File: config.mk
export PLATFORM = sky130hd
export DESIGN_NAME = pixel_stream_packer
export DESIGN_NICKNAME = d
export VERILOG_FILES = /design/src/rtl/pixel_stream_packer.sv
export SDC_FILE = /design/constraint.sdc
export NUM_CORES = 1
export LEC_CHECK = 0
export BUFFER_PORTS_ARGS = -buffer_cell sky130_fd_sc_hd__buf_2
export CAP_MARGIN = 20
export CORE_MARGIN = 3
export CORE_UTILIZATION = 55
export CTS_CLUSTER_SIZE = 30
export DETAILED_ROUTE_END_ITERATION = 7
export PLACE_DENSITY_LB_ADDON = 0.1
export SLEW_MARGIN = 20
export SYNTH_ARGS = -nofsm -noshare
export SYNTH_HDL_FRONTEND = slang
export SYNTH_SLANG_ARGS = --single-unit
File: constraint.sdc
create_clock -name clk -period 9.08 [get_ports clk]
set_input_delay 0.454 -clock clk [delete_from_list [all_inputs] [get_ports clk]]
set_output_delay 0.454 -clock clk [all_outputs]
set_load 0.01 [all_outputs]
File: src/rtl/pixel_stream_packer.sv
// pixel_stream_packer: buffers ray tracer pixels into a framed 24-bit ready/valid video stream
module pixel_stream_packer #(
  parameter int FIFO_DEPTH = 16,
  parameter int COLOR_W = 8
) (
  input  logic                          clk,
  input  logic                          reset,
  input  logic                          valid_in,
  input  logic [COLOR_W-1:0]            red,
  input  logic [COLOR_W-1:0]            green,
  input  logic [COLOR_W-1:0]            blue,
  input  logic [12:0]                   image_width,
  input  logic [12:0]                   image_height,
  output logic [3*COLOR_W-1:0]          out_tdata,
  output logic                          out_tvalid,
  input  logic                          out_tready,
  output logic                          out_tuser,
  output logic                          out_tlast,
  output logic                          frame_done,
  output logic                          overflow,
  output logic [$clog2(FIFO_DEPTH):0]   fifo_level
);
  localparam int AW = $clog2(FIFO_DEPTH);
  typedef enum logic {IDLE, ACTIVE} state_t;
  state_t state, state_n;
  logic [3*COLOR_W-1:0] mem [FIFO_DEPTH];
  logic [AW-1:0] wptr, rptr;
  logic [12:0] x, y, w, h;
  logic full, xfer, wr, last_x, last_pix;
  assign full = fifo_level == (AW+1)'(FIFO_DEPTH);
  assign out_tvalid = fifo_level != '0;
  assign out_tdata = out_tvalid ? mem[rptr] : '0;
  assign xfer = out_tvalid && out_tready;
  assign wr = valid_in && (!full || xfer);
  assign last_x = x == w - 13'd1;
  assign last_pix = last_x && y == h - 13'd1;
  assign out_tuser = out_tvalid && x == '0 && y == '0;
  assign out_tlast = out_tvalid && last_x;
  always_comb begin
    state_n = state;
    if (xfer) state_n = last_pix ? IDLE : ACTIVE;
  end
  always_ff @(posedge clk) begin
    if (wr) mem[wptr] <= {red, green, blue};
  end
  always_ff @(posedge clk or posedge reset) begin
    if (reset) begin
      state <= IDLE;
      wptr <= '0;
      rptr <= '0;
      fifo_level <= '0;
      x <= '0;
      y <= '0;
      w <= 13'd1;
      h <= 13'd1;
      frame_done <= 1'b0;
      overflow <= 1'b0;
    end else begin
      state <= state_n;
      if (wr) wptr <= wptr + 1'b1;
      if (xfer) rptr <= rptr + 1'b1;
      fifo_level <= fifo_level + (AW+1)'(wr) - (AW+1)'(xfer);
      frame_done <= xfer && last_pix;
      overflow <= overflow | (valid_in && !wr);
      // geometry tracks the inputs between frames and is frozen once a frame starts
      if (state == IDLE) begin
        w <= image_width == '0 ? 13'd1 : image_width;
        h <= image_height == '0 ? 13'd1 : image_height;
      end
      if (xfer) begin
        x <= last_x ? '0 : x + 13'd1;
        y <= last_x ? (last_pix ? '0 : y + 13'd1) : y;
      end
    end
  end
endmodule

==> flow_summary.toml, run 1 <==
[global_route]
grt_max_degree = 69
grt_pass1_vias = 9630
track_usage = 0.217
antenna_found_initial = 0
grt_pass1_wl_um = 59400
busiest_layer = "met2"
grtUsageMet2 = 0.355
use_met3 = 0.0339
grt_overflow_total = 0
globalRouteMet1Util = 0.319

[route]
drtPass1Iterations = 5
ant_nets = 0
routed_wl_um = 38700
routedWlPerCell_um = 24.1
drc = 0
routed-via-count = 9702
drt_iter0_drc = 859
vias_per_cell = 6.04

[final_layout]
drive_above_1_share = 0.304
diodes = 0
syn_to_final_growth_pct = 14.3
finalNonFillerCells = 1605
final_cell_mix = "edfxtp_1, mux4_2, buf_2"
layout.filler_cells = 2393
final-seq-area_sq_um = 13200
multi_input_area_sq_um = 5470
final_common_cell = "edfxtp_1"
nets = 1192
finalInstanceArea_sq_um = 21600

[synth]
synth_cell_types = 66
syn_area_sq_um = 18900
netlist_instances = 1023
async_flop_share = 0.150
ys.warnings.count = 0
synth_edf_count = 384
syn_avg_cell_area_sq_um = 18.5
synth_top_flop_cell = "edfxtp_1"
synth-seq-area-share = 0.700
syn-num-nets = 1095
synth-seq-cells = 452

[critical_path]
cp_data_arrival_time_ps = 3620
cp-end-kind = "output port"
critical_path.most_common_cell = "mux4_2"
critPathKind = "reg -> out"
worstPathCellList = "buf_4, mux4_2, mux4_2, and2_1, buf_2"
critPathRequiredTime_ps = 8630
startpoint_type = "register"
critPathMaxFanout = 50
max_stage_delay_ps = 850
cp_slowest_cell = "buf_4"

[die]
io_pins = 88
die-area_sq_um = 36600
die_y_um = 191
die_w_um = 191
fp-row-count = 67
core_sq_um = 33700
start_util = 0.561

[timing]
min_period_ps = 4070
period_share = 0.448
fin_setup_tns_ps = 0
finalMaxSlewViolations = 0
rsz0062_at_grt = "no"
relSlewSlack = 0.267
clock.fmax_mhz = 246
setup_viol = 0
finalClockSkew_ps = 19.6
tightest_slew_ps = 1100
hold_viol_final = 0

[placement]
placed_cell_area_sq_um = 19900
place_congestion = 0.792
numPortBuffers = 87
place_hpwl_um = 21400
placedCellCount = 1514

[power]
power_leakage_nw = 7.27
p_per_area_nw_per_um2 = 298
max-vdd-ir-drop_uv = 222

[clocking]
cts_setup_buffers = 0
cts_root_buffer = "clkbuf_16"
cts_resized = 0
cts.clk_slew.worst_paths_ps = 60
clk_path_buf_depth = 3
holdBufCountCts = 0
cts_tree = "yes"
htree_num_levels = 2
numCtsBuffers = 47
clock_latency_ps = 550
clock-sinks = 452

[run_status]
outcome = "finished, final reports clean"

[min_path]
min_path_type = "in -> reg"

[job]
cap_viol_max_count = 0
cell families after synthesis:
kind of cell,Yosys count,synth area share
flops,452,0.700
simple gates,205,0.0596
mux,146,0.158
buf+inv,80,0.0168
compound gates,79,0.0320
xor+xnor,43,0.0207
fa+ha+maj,18,0.0123
registers in the layout, summed over array words and instances, names as in the netlist:
name        cells
w              13
frame_done      1
wptr            4
mem           384
y              13
h              13
x              13
state           1
fifo_level      5
overflow        1
rptr            4
layer usage:
layer | part of all wire | wire length, um
met1 | 0.44 | 17000
met2 | 0.49 | 19000
met3 | 0.055 | 2130
met4 | 0.013 | 508
met5 | 0 | 0
metrics by stage:
stage / hold WS (ps) / utilization / power (W) / setup WS, ps
5_1_grt: 134 / 0.641 / 0.00675 / 4770
3_5_place_dp: 460 / 0.590 / 0.00451 / 4880
2_1_floorplan: 494 / - / 0.00395 / 5540
4_1_cts: 129 / 0.637 / 0.00649 / 4430
3_3_place_gp: 453 / 0.590 / 0.00449 / 4930
6_report: 151 / 0.641 / 0.00643 / 5010
cells in the mapped netlist, drive strengths merged, types with 3 or more instances:
master | number | area, sq um
o211ai | 4 | 30.0
buf | 21 | 96.3
or3 | 7 | 43.8
and2 | 31 | 194
mux4 | 120 | 2700
nor4 | 15 | 93.8
a41oi | 3 | 26.3
nor2b | 3 | 18.8
o21a | 3 | 22.5
a31oi | 5 | 31.3
nor3b | 3 | 22.5
nand2 | 36 | 135
xor2 | 21 | 184
o31ai | 6 | 45.0
a21o | 3 | 22.5
nor3 | 17 | 85.1
nor2 | 40 | 150
mux2 | 24 | 270
or4 | 4 | 33.8
a21oi | 8 | 40.0
o21ai | 16 | 80.1
inv | 26 | 97.6
nand2b | 4 | 25.0
nand4 | 10 | 68.8
nand3 | 14 | 70.1
ha | 17 | 213
a22oi | 11 | 118
dfrtp | 66 | 1650
clkbuf | 33 | 124
nor4b | 7 | 73.8
xnor2 | 21 | 184
edfxtp | 384 | 11500
o22ai | 3 | 18.8
and3 | 6 | 37.5
worst max-delay path: cells and delay by family (launching register included):
| kind | cells | cell delay [ps] |
|---|---|---|
| muxes | 2 | 1170 |
| DFF | 1 | 710 |
| and+or+nand+nor | 1 | 180 |
| buffers and inverters | 2 | 980 |
final cells by class:
cell class / count / area share
well taps: 448 / 0.0259
inverters: 26 / 0.00452
repair buffers: 102 / 0.0296
flip-flops and latches: 452 / 0.613
clock inverters: 23 / 0.0138
clock buffers: 63 / 0.0601
multi-input cells: 491 / 0.253
path summary, 6_finish.rpt:
path                                              start                      end  slack [ps]  cells past startpoint
worst min register to register       overflow$_DFF_PP0_       overflow$_DFF_PP0_         470                      1
min in group asynchronous                         reset       overflow$_DFF_PP0_         170                      3
max in group asynchronous                         reset      rptr[1]$_DFFE_PP0P_        8240                      3
worst max-delay path                rptr[0]$_DFFE_PP0P_            out_tdata[22]        5010                      5
worst min-delay path                     image_width[9]         w[9]$_DFFE_PP0N_         150                      2
worst max register to register  fifo_level[2]$_DFF_PP0_  fifo_level[4]$_DFF_PP0_        5250                     17
report_power, final:
part | internal, W | switching (W)
clock | 0.00120 | 0.000769
combinational | 0.000908 | 0.000851
sequential | 0.00251 | 0.000196
No activity file was read; power rests on OpenSTA's default activity.
==> run 2, diff against run 1 <==
--- a/config.mk
+++ b/config.mk
@@ -5,6 +5,7 @@
 export SDC_FILE = /design/constraint.sdc
 export NUM_CORES = 1
 export LEC_CHECK = 0
+export ABC_AREA = 1
 export BUFFER_PORTS_ARGS = -buffer_cell sky130_fd_sc_hd__buf_2
 export CAP_MARGIN = 20
 export CORE_MARGIN = 3
==> constraint.sdc (replaced) <==
create_clock -name clk -period 4 [get_ports clk]
set_input_delay 0.2 -clock clk [delete_from_list [all_inputs] [get_ports clk]]
set_output_delay 0.2 -clock clk [all_outputs]
set_load 0.01 [all_outputs]
==> flow_summary.toml, run 2 <==
[critical_path]
cp_data_arrival_time_ps = 3020
critPathKind = "reg -> out"
startpoint_type = "register"
critPathRequiredTime_ps = 3800
cp-end-kind = "output port"
critPathMaxFanout = 14

[power]
p_per_area_nw_per_um2 = 689
power_leakage_nw = 8.28
max-vdd-ir-drop_uv = 499

[timing]
relSlewSlack = 0.300
min_period_ps = 3220
setup_viol = 0
hold_viol_final = 0
clock.fmax_mhz = 311
rsz0062_at_grt = "no"
finalMaxSlewViolations = 0
fin_setup_tns_ps = 0
tightest_slew_ps = 1050
hold_ws_ps = 24.6
period_share = 0.804
finalClockSkew_ps = 22.7

[die]
fp-row-count = 68
die_y_um = 195
core_sq_um = 34800
die_w_um = 195
io_pins = 88
start_util = 0.563
die-area_sq_um = 37900

[clocking]
cts_root_buffer = "clkbuf_16"
cts_tree = "yes"
clock-sinks = 452
cts.clk_slew.worst_paths_ps = 60
htree_num_levels = 2
clk_path_buf_depth = 3
numCtsBuffers = 47
clock_latency_ps = 590

[job]
cap_viol_max_count = 0

[placement]
placed_cell_area_sq_um = 20600
place_congestion = 0.848
numPortBuffers = 87
place_hpwl_um = 27100

[final_layout]
syn_to_final_growth_pct = 15.5
layout.filler_cells = 2606
largest_reg_flops = 384
diodes = 0
drive_above_1_share = 0.131
finalInstanceArea_sq_um = 22600
nets = 1911
fin_util = 0.650
largest_register = "mem"
final_cell_mix = "edfxtp_1, nor2_1, o21ai_0"
final_common_cell = "edfxtp_1"

[global_route]
grt_pass1_wl_um = 75400
grt_max_degree = 132
globalRouteMet1Util = 0.344
antenna_found_initial = 0
grt_pass1_vias = 13500
use_met3 = 0.0387
grtUsageMet2 = 0.426
grt_overflow_total = 0
track_usage = 0.253
busiest_layer = "met2"

[route]
vias_per_cell = 5.84
drc = 7
routedWlPerCell_um = 20.7
routed_wl_um = 48300
drtPass1Iterations = 8
drt_iter0_drc = 937
routed-via-count = 13600
ant_nets = 0

[run_status]
violations = "DRC"
outcome = "complete, but fails checks"

[synth]
syn-num-nets = 1795
synth_top_area_cell = "edfxtp_1"
async_flop_share = 0.150
synth_top_flop_cell = "edfxtp_1"
synth-seq-area-share = 0.676
synth_cell_types = 40
yosysMostFrequentCell = "edfxtp_1"
ys_top_cells_by_area = "edfxtp_1, dfrtp_1, o21ai_0"
synth_top_area_share = 0.589
syn_area_sq_um = 19600
synth-seq-cells = 452
ys.warnings.count = 0
synth_edf_count = 384
synthTopCellsByCount = "edfxtp_1, nor2_1, o21ai_0, nand2_1, clkbuf_1"
syn_avg_cell_area_sq_um = 11.4
netlist_instances = 1723

[min_path]
min_path_type = "in -> reg"
[run 2: path summary, 6_finish.rpt]
path,start,endpoint,slack [ps],cells past startpoint
max in group asynchronous,reset,h[0]$_DFFE_PP1N_,2660,4
worst max register to register,fifo_level[2]$_DFF_PP0_,fifo_level[4]$_DFF_PP0_,890,15
worst max-delay path,fifo_level[2]$_DFF_PP0_,out_tdata[8],780,9
min in group asynchronous,reset,x[4]$_DFFE_PP0P_,380,3
worst min register to register,overflow$_DFF_PP0_,overflow$_DFF_PP0_,510,1
worst min-delay path,green[5],mem[14][13]$_DFFE_PP_,20,1
[run 2: worst max-delay path, stage by stage (launching register included)]
cell and delay [ps]:
dfrtp_1 370, inv_1 70, ha_1 200, nand2_1 60, nor2_1 60, nand2_2 100
clkinv_1 630, buf_4 480, a21oi_1 270, buf_2 190
[run 2: kinds of logic (layout without fill, tap and decap cells)]
logic type / Yosys count / after routing / synth area share
simple gates: 644 / 644 / 0.143
flops: 452 / 452 / 0.676
compound gates: 366 / 366 / 0.109
buf+inv: 196 / 348 / 0.0394
xor+xnor: 47 / 47 / 0.0210
fa+ha+maj: 18 / 18 / 0.0119
[run 2: routing by layer]
metal / part of all wire / vias up / routed length (um)
li1: - / 6385 / -
met1: 0.43 / 6694 / 20600
met2: 0.49 / 440 / 23700
met3: 0.058 / 94 / 2800
met4: 0.027 / 0 / 1290
met5: 0 / - / 0
[run 2: power breakdown]
group	switching [W]	internal, W	leakage [nW]	total [W]
clock network	0.00181	0.00250	0.735	0.00432
logic	0.00357	0.00167	3.26	0.00524
registers	0.000331	0.00571	4.29	0.00604
total	0.00571	0.00988	8.28	0.0156
[run 2: timing repair]
action                    CTS  global route
gates resized for setup     0             0
hold endpoints to repair  381             0
buffers inserted            0             0
hold buffers               52             0
[run 2: cell type report]
type / count / area [sq um] / area share
Sequential cell: 452 / 13200 / 0.585
Multi-Input combinational cell: 1075 / 5700 / 0.252
Clock buffer: 61 / 1270 / 0.0561
Timing Repair Buffer: 168 / 1230 / 0.0544
Tap cell: 455 / 569 / 0.0252
Inverter: 95 / 360 / 0.0159
Clock inverter: 24 / 251 / 0.0111
[run 2: stage by stage]
stage               worst slack, ps  total power [W]  instances
global route                    613           0.0165       2330
CTS                             801           0.0157       2329
finish                          782           0.0156       2330
detailed placement              886           0.0113       2192
global placement                977           0.0112       2192
floorplan                      1130          0.00941       1723
==> run 3, diff against run 2 <==
==> constraint.sdc (replaced) <==
create_clock -name clk -period 2.9 [get_ports clk]
set_input_delay 0.145 -clock clk [delete_from_list [all_inputs] [get_ports clk]]
set_output_delay 0.145 -clock clk [all_outputs]
set_load 0.01 [all_outputs]
==> flow_summary.toml, run 3 (same netlist as run 2, synthesis figures left out) <==
[run_status]
outcome = "finished, final reports clean"

[min_path]
min_path_type = "in -> async"

[clocking]
clock_latency_ps = 590
cts.clk_slew.worst_paths_ps = 60
htree_num_levels = 2
clock-sinks = 452
clk_path_buf_depth = 3
cts_root_buffer = "clkbuf_16"
cts_tree = "yes"
numCtsBuffers = 46

[final_layout]
nets = 1941
final_cell_mix = "edfxtp_1, nor2_1, o21ai_0"
layout.filler_cells = 2547
drive_above_1_share = 0.147
largest_register = "mem"
largest_reg_flops = 384
diodes = 0
fin_util = 0.662
final_common_cell = "edfxtp_1"
syn_to_final_growth_pct = 17.7

[critical_path]
critPathRequiredTime_ps = 2760
critPathMaxFanout = 4
startpoint_type = "register"
cp-end-kind = "output port"
crit_start = "w[0]$_DFFE_PP1N_"
rr_startpoint = "fifo_level[3]$_DFF_PP0_"
critPathKind = "reg -> out"
cp_data_arrival_time_ps = 2600

[timing]
finalMaxSlewViolations = 0
relSlewSlack = 0.452
clock.fmax_mhz = 364
min_period_ps = 2750
rsz0062_at_grt = "no"
setup_viol = 0
tightest_slew_ps = 820
fin_setup_tns_ps = 0
finalClockSkew_ps = 21.4
hold_viol_final = 0
period_share = 0.948

[route]
vias_per_cell = 5.86
routedWlPerCell_um = 20.7
drtPass1Iterations = 5
drc = 0
ant_nets = 0
drt_iter0_drc = 1158
routed_wl_um = 48900
routed-via-count = 13800

[power]
p_per_area_nw_per_um2 = 950
max-vdd-ir-drop_uv = 661
power_leakage_nw = 8.49

[die]
start_util = 0.563
die_y_um = 195
core_sq_um = 34800
fp-row-count = 68
die_w_um = 195
io_pins = 88
die-area_sq_um = 37900

[global_route]
antenna_found_initial = 0
grt_max_degree = 144
grt_pass1_wl_um = 76200
track_usage = 0.255
grt_overflow_total = 0
grt_pass1_vias = 13900

[placement]
place_congestion = 0.824
place_hpwl_um = 28000
numPortBuffers = 87

[job]
cap_viol_max_count = 0
-- run 3: routing by layer --
layer	share of wire	GRT usage	vias up
li1	-	-	6447
met1	0.42	0.353	6816
met2	0.50	0.423	506
met3	0.066	0.0355	76
met4	0.022	0.0854	0
met5	0	0	-
-- run 3: worst max-delay path, cell delays in order (launching register included) --
cell and delay (ps):
dfstp_2 550, inv_1 80, ha_2 330, xor2_1 150, nand2_1 90, nor2_1 130, nand2_1 100, nor3_4 150
nand3_2 150, nor2_2 140, buf_2 150
-- run 3: cell type report --
cell class / instances / area (sq um) / area share
inverter: 95 / 372 / 0.0161
timing repair buffer: 199 / 1630 / 0.0705
clock buffer: 61 / 1230 / 0.0533
multi-input combinational: 1075 / 5720 / 0.248
sequential: 452 / 13200 / 0.574
clock inverter: 25 / 298 / 0.0129
tap: 455 / 569 / 0.0247
-- run 3: per-stage QoR --
stage          total power [W]  worst slack [ps]  hold slack [ps]  instance area [sq um]  std cells
2_1_floorplan           0.0130              25.0              244                  19600       1723
3_3_place_gp            0.0156               247              362                  20900       2220
3_5_place_dp            0.0158               197              370                  20900       2220
4_1_cts                 0.0218              27.4              296                  23000       2361
5_1_grt                 0.0231             0.606              317                  23100       2362
6_report                0.0219               151              247                  23100       2362
-- run 3: what timing repair did --
item,4_1_cts,5_1_grt
hold buffers,55,0
endpoints found under the setup margin,0,14
gates resized for setup,0,13
setup buffers,0,0
hold endpoints to repair,456,0
-- run 3: final timing paths --
check,end,slack [ps],cells after the start
worst min-delay path,w[5]$_DFFE_PP0N_,250,3
worst max register to register,fifo_level[4]$_DFF_PP0_,270,16
worst max-delay path,out_tlast,150,10
min in group clk,w[9]$_DFFE_PP0N_,330,4
worst min register to register,h[12]$_DFFE_PP0N_,530,2
max in group asynchronous,h[0]$_DFFE_PP1N_,1840,4
-- run 3: report_power, final --
group          leakage (nW)  total [W]  internal [W]  switching [W]
clock network         0.730    0.00596       0.00346        0.00251
registers              4.29    0.00827       0.00786       0.000411
logic                  3.47    0.00766       0.00255        0.00511
total                  8.49     0.0219        0.0139        0.00803
